File: src/rtl/tsg_phase_monitor.sv
// Receive-side checker for the 8-phase one-hot timing bus: decodes the phase,
// acquires/holds lock, flywheels over isolated glitches and counts errors.
module tsg_phase_monitor #(
    parameter int unsigned LOCK_CNT   = 3,
    parameter int unsigned UNLOCK_CNT = 2,
    parameter int unsigned ERR_W      = 8
) (
    input  logic             clk,
    input  logic             sync_reset_n,
    input  logic [7:0]       T,
    input  logic             err_clr,
    output logic [2:0]       phase,
    output logic             phase_valid,
    output logic             locked,
    output logic             frame_pulse,
    output logic             onehot_err,
    output logic             seq_err,
    output logic [ERR_W-1:0] err_count
);

    localparam logic [3:0] LOCK_N   = 4'(LOCK_CNT);
    localparam logic [3:0] UNLOCK_N = 4'(UNLOCK_CNT);

    typedef enum logic [1:0] {
        HUNT   = 2'd0,
        ACQ    = 2'd1,
        LOCKED = 2'd2
    } state_t;

    state_t           state_q, state_d;
    logic [2:0]       prev_q, prev_d;
    logic [3:0]       good_q, good_d;
    logic [3:0]       bad_q, bad_d;
    logic             frame_d, oh_err_d, seq_err_d, err_any;
    logic [ERR_W-1:0] cnt_d;

    logic             is_onehot, is_good;
    logic [2:0]       idx;

    // Priority encoder is only meaningful when T is one-hot; is_onehot gates its use.
    always_comb begin
        idx = 3'd0;
        for (int i = 0; i < 8; i++) begin
            if (T[i]) idx = 3'(i);
        end
    end

    assign is_onehot = (T != 8'd0) && ((T & (T - 8'd1)) == 8'd0);
    assign is_good   = is_onehot && (idx == prev_q + 3'd1);

    always_comb begin
        // NOTE: every signal gets a default before the case so no path leaves it unassigned (no latches).
        state_d   = state_q;
        prev_d    = prev_q;
        good_d    = good_q;
        bad_d     = bad_q;
        frame_d   = 1'b0;
        oh_err_d  = 1'b0;
        seq_err_d = 1'b0;

        case (state_q)
            HUNT: begin
                if (is_onehot) begin
                    prev_d  = idx;
                    good_d  = 4'd0;
                    state_d = ACQ;
                end
            end
            ACQ: begin
                if (is_good) begin
                    prev_d = idx;
                    good_d = good_q + 4'd1;
                    if (good_d == LOCK_N) begin
                        state_d = LOCKED;
                        bad_d   = 4'd0;
                    end
                end else if (is_onehot) begin
                    seq_err_d = 1'b1;
                    prev_d    = idx;
                    good_d    = 4'd0;
                end else begin
                    oh_err_d = 1'b1;
                    state_d  = HUNT;
                end
            end
            LOCKED: begin
                if (is_good) begin
                    prev_d  = idx;
                    bad_d   = 4'd0;
                    frame_d = (idx == 3'd0);
                end else begin
                    // Flywheel: assume the expected phase arrived so one glitch costs one error.
                    oh_err_d  = ~is_onehot;
                    seq_err_d = is_onehot;
                    prev_d    = prev_q + 3'd1;
                    bad_d     = bad_q + 4'd1;
                    if (bad_d == UNLOCK_N) state_d = HUNT;
                end
            end
            default: begin
                state_d = HUNT;
                prev_d  = 3'd0;
                good_d  = 4'd0;
                bad_d   = 4'd0;
            end
        endcase
    end

    assign err_any = oh_err_d | seq_err_d;

    always_comb begin
        cnt_d = err_count;
        if (err_clr)
            cnt_d = err_any ? ERR_W'(1) : '0;
        else if (err_any && (err_count != '1))
            cnt_d = err_count + ERR_W'(1);
    end

    always_ff @(posedge clk) begin
        // NOTE: sequential state uses non-blocking assignments so all registers update from pre-edge values.
        if (!sync_reset_n) begin
            state_q     <= HUNT;
            prev_q      <= 3'd0;
            good_q      <= 4'd0;
            bad_q       <= 4'd0;
            phase       <= 3'd0;
            frame_pulse <= 1'b0;
            onehot_err  <= 1'b0;
            seq_err     <= 1'b0;
            err_count   <= '0;
        end else begin
            state_q     <= state_d;
            prev_q      <= prev_d;
            good_q      <= good_d;
            bad_q       <= bad_d;
            phase       <= (state_d == HUNT) ? 3'd0 : prev_d;
            frame_pulse <= frame_d;
            onehot_err  <= oh_err_d;
            seq_err     <= seq_err_d;
            err_count   <= cnt_d;
        end
    end

    assign locked      = (state_q == LOCKED);
    assign phase_valid = locked;

endmodule
File: config.mk
export PLATFORM = sky130hd
export DESIGN_NAME = tsg_phase_monitor
export DESIGN_NICKNAME = d
export VERILOG_FILES = /design/src/rtl/tsg_phase_monitor.sv
export SDC_FILE = /design/constraint.sdc
export NUM_CORES = 1
export LEC_CHECK = 0
export CORE_ASPECT_RATIO = 1.4
export CORE_UTILIZATION = 35
export CTS_CLUSTER_SIZE = 10
export DETAILED_ROUTE_END_ITERATION = 6
export GPL_ROUTABILITY_DRIVEN = 1
export MAX_ROUTING_LAYER = met4
export PLACE_DENSITY = 0.57
export SYNTH_ARGS = -nofsm -noshare
export SYNTH_HDL_FRONTEND = slang
export SYNTH_SLANG_ARGS = --single-unit
File: constraint.sdc
create_clock -name clk -period 2.9 [get_ports clk]
set_clock_uncertainty 0.2 [all_clocks]
set_input_delay 0.725 -clock clk [delete_from_list [all_inputs] [get_ports clk]]
set_output_delay 0.725 -clock clk [all_outputs]
set_load 0.01 [all_outputs]
==> impl_metrics.py <==
metrics = {
    "die": {
        "io-pin-count": 27,
        "die_w_um": 63.4,
        "initial_core_util_pct": 37.2,
        "die_y_um": 87.9,
        "coreArea_sq_mm": 0.00495,
        "dieArea_sq_mm": 0.00557,
        "core.rowCount": 30,
    },
    "final_layout": {
        "num-fill-cells": 525,
        "antenna_cells": 0,
        "ff_latch_area_sq_um": 541,
        "multi_input_area_sq_mm": 0.00128,
        "final_nets": 296,
        "final_cells": 338,
        "final_util_pct": 51.7,
        "drive_gt1_share_pct": 25.9,
        "syn_to_final_growth_pct": 38.9,
    },
    "place": {
        "place_hpwl_um": 3700,
        "gp_congestion": 0.858,
        "dp_cells": 329,
        "io_buffers": 26,
    },
    "drt": {
        "drtIter0Drc": 56,
        "post_drt_wl_per_cell_um": 14.5,
        "dr.pass1.iters": 4,
        "vias_per_cell": 5.36,
        "wl_um": 4920,
        "drcViolationCount": 0,
        "via_count": 1811,
        "ant_nets": 0,
    },
    "yosys": {
        "ys_seq_elements": 27,
        "synth_edf_count": 0,
        "yosysTopAreaCell": "dfxtp_1",
        "postSynthNetCount": 231,
        "synth.area.top_cells": "dfxtp_1 29%, ha_1 6.8%, o211ai_1 4.1%, nor2_1 3.9%, xor2_1 3.8%",
        "syn_avg_cell_area_sq_um": 8.78,
        "netlist_area_sq_mm": 0.00184,
        "synthArstFlopShare_pct": 0,
        "synth_ff_type": "dfxtp_1",
        "synth_cell_types": 58,
        "synth_top_area_share_pct": 29.3,
        "syn_inst": 210,
        "yosys_warnings": 0,
        "yosysMostFrequentCell": "dfxtp_1",
        "yosysSeqAreaShare_pct": 29.3,
        "synth_common_cells": "27 x dfxtp_1, 19 x nor2_1, 10 x a21oi_1, 10 x ha_1, 10 x o211ai_1",
    },
    "clock_tree": {
        "cts_sinks": 27,
        "cts_buffer_depth": 2,
        "cts_tree": "yes",
        "clock_latency_ns": 0.27,
        "cts_hold_buf": 0,
        "cts_inserted_buffers": 3,
        "cts.clk_slew.worst_paths_ns": 0.10,
        "htreeDepth": 1,
        "cts_root_buffer": "clkbuf_8",
    },
    "global_route": {
        "antenna_found_initial": 0,
        "grt_max_degree": 17,
        "grt_util_met1_pct": 20.3,
        "track_usage_pct": 18.9,
        "grt_pass1_wl_um": 8150,
        "grt_overflow": 0,
        "met2_usage_pct": 36.0,
        "grt_pass1_vias": 1810,
        "top_usage_layer": "met2",
        "met3_usage_pct": 1.69,
    },
    "timing": {
        "drv_slew": 0,
        "fmax_mhz": 355,
        "finalSetupViolations": 0,
        "relSlewSlack_pct": 66.7,
        "worst_pin_slew_ns": 0.493,
        "min_period_over_period_pct": 97.0,
        "hold_violations": 0,
        "hold_slack_ns": 0.313,
        "timing.final.crit_period_ns": 2.81,
    },
    "run_status": {
        "outcome": "finished clean",
    },
    "worst_setup_path": {
        "cpMaxStageDelayCell": "or4_4",
        "cp.required_ns": 2.88,
        "path_class": "in2reg",
        "cp_max_fo": 3,
        "critPathCaptureType": "flop",
        "path_cells": "clkbuf_2, or4_4, o31ai_4, a21oi_4, buf_6, o211a_4, a2111oi_4, o32ai_2, and2_1",
        "start_kind": "input pin",
        "slowest_delay_ns": 0.55,
        "worstPathArrival_ns": 2.79,
    },
    "pwr": {
        "vdd_drop_max_uv": 181,
        "leakage_nw": 0.994,
        "power.density_mw_per_mm2": 277,
    },
    "job": {
        "cap_violations": 0,
    },
    "worst_hold_path": {
        "hold_path.class": "reg2reg",
    },
}
==> routing by layer <==
| layer | part of all wire, % | up-vias | wire length [um] |
|---|---|---|---|
| met2 | 54 | 37 | 2650 |
| met5 | 0 | - | 0 |
| met3 | 2.6 | 6 | 128 |
| met4 | 1.5 | 0 | 72 |
| li1 | - | 908 | - |
| met1 | 42 | 860 | 2070 |
==> layout make-up <==
type                            instances  share of cell area, %
Sequential cell                        27                   21.1
Tap cell                               64                   3.13
Clock buffer                            3                   1.61
Multi-Input combinational cell        166                   50.1
Clock inverter                          1                  0.293
Timing Repair Buffer                   69                   22.6
Inverter                                8                   1.17
==> stage by stage <==
| stage | power, mW | worst slack (ns) | area (sq um) | TNS, ns |
|---|---|---|---|---|
| 3_5_place_dp | 0.492 | -0.466 | 2430 | -9.77 |
| 6_report | 0.708 | 0.0859 | 2560 | 0 |
| 4_1_cts | 0.715 | 0.00349 | 2520 | 0 |
| 5_1_grt | 0.739 | -0.0731 | 2560 | -0.217 |
| 2_1_floorplan | 0.430 | 0.0932 | 1840 | 0 |
| 3_3_place_gp | 0.492 | -0.446 | 2430 | -9.08 |
==> power by group <==
part,total (mW),internal (mW),switching [mW]
clock,0.223,0.0976,0.125
combinational,0.111,0.0549,0.0560
sequential,0.375,0.372,0.00242
==> cell usage in the layout (no fill, tap or decap), types with 7 or more instances in the layout <==
cell type        instances
a21oi_1                 10
and3_1                   8
buf_4                   40
clkdlybuf4s50_1         19
dfxtp_1                 27
ha_1                    10
inv_1                    8
nand2_1                  7
nand2b_1                 8
nor2_1                  19
o211ai_1                10
o21ai_1                  7
xor2_1                   8
==> worst paths after layout <==
check / start / to / slack [ns] / depth (start not counted)
max: T[1] / phase[1]$_SDFF_PP0_ / 0.09 / 9
min: good_q[3]$_SDFFE_PN0N_ / good_q[3]$_SDFFE_PN0N_ / 0.31 / 1
max reg2reg: prev_q[0]$_SDFF_PN0_ / phase[0]$_SDFF_PP0_ / 0.41 / 9
min reg2reg: good_q[3]$_SDFFE_PN0N_ / good_q[3]$_SDFFE_PN0N_ / 0.31 / 1
==> what timing repair did <==
item	in CTS	in global routing
resized for setup	13	12
setup endpoints to repair	22	4
pin swaps	11	14
buffers inserted	3	2
==> worst max-delay path, delay by kind of cell <==
kind / cells / cell delay [ns]
simple gates: 2 / 0.72
buf+inv: 2 / 0.23
compound gates: 5 / 1.10
==> registers in the layout, summed over array words and instances, names as in the netlist <==
signal       flops
state_q          2
prev_q           3
err_count        8
onehot_err       1
bad_q            4
frame_pulse      1
good_q           4
phase            3
seq_err          1
==> logic make-up (layout without fill, tap and decap cells) <==
kind of cell	count (synthesis)	after routing	share of synthesized area, %
AOI/OAI and AO/OA	66	66	29.2
xor gates and xnor gates	11	11	5.22
adders and majority gates	11	11	7.33
buffers and inverters	17	81	4.21
DFF	27	27	29.3
muxes	1	1	0.543
and+or+nand+nor	77	77	24.2
Power figures use the tool's default switching activity.
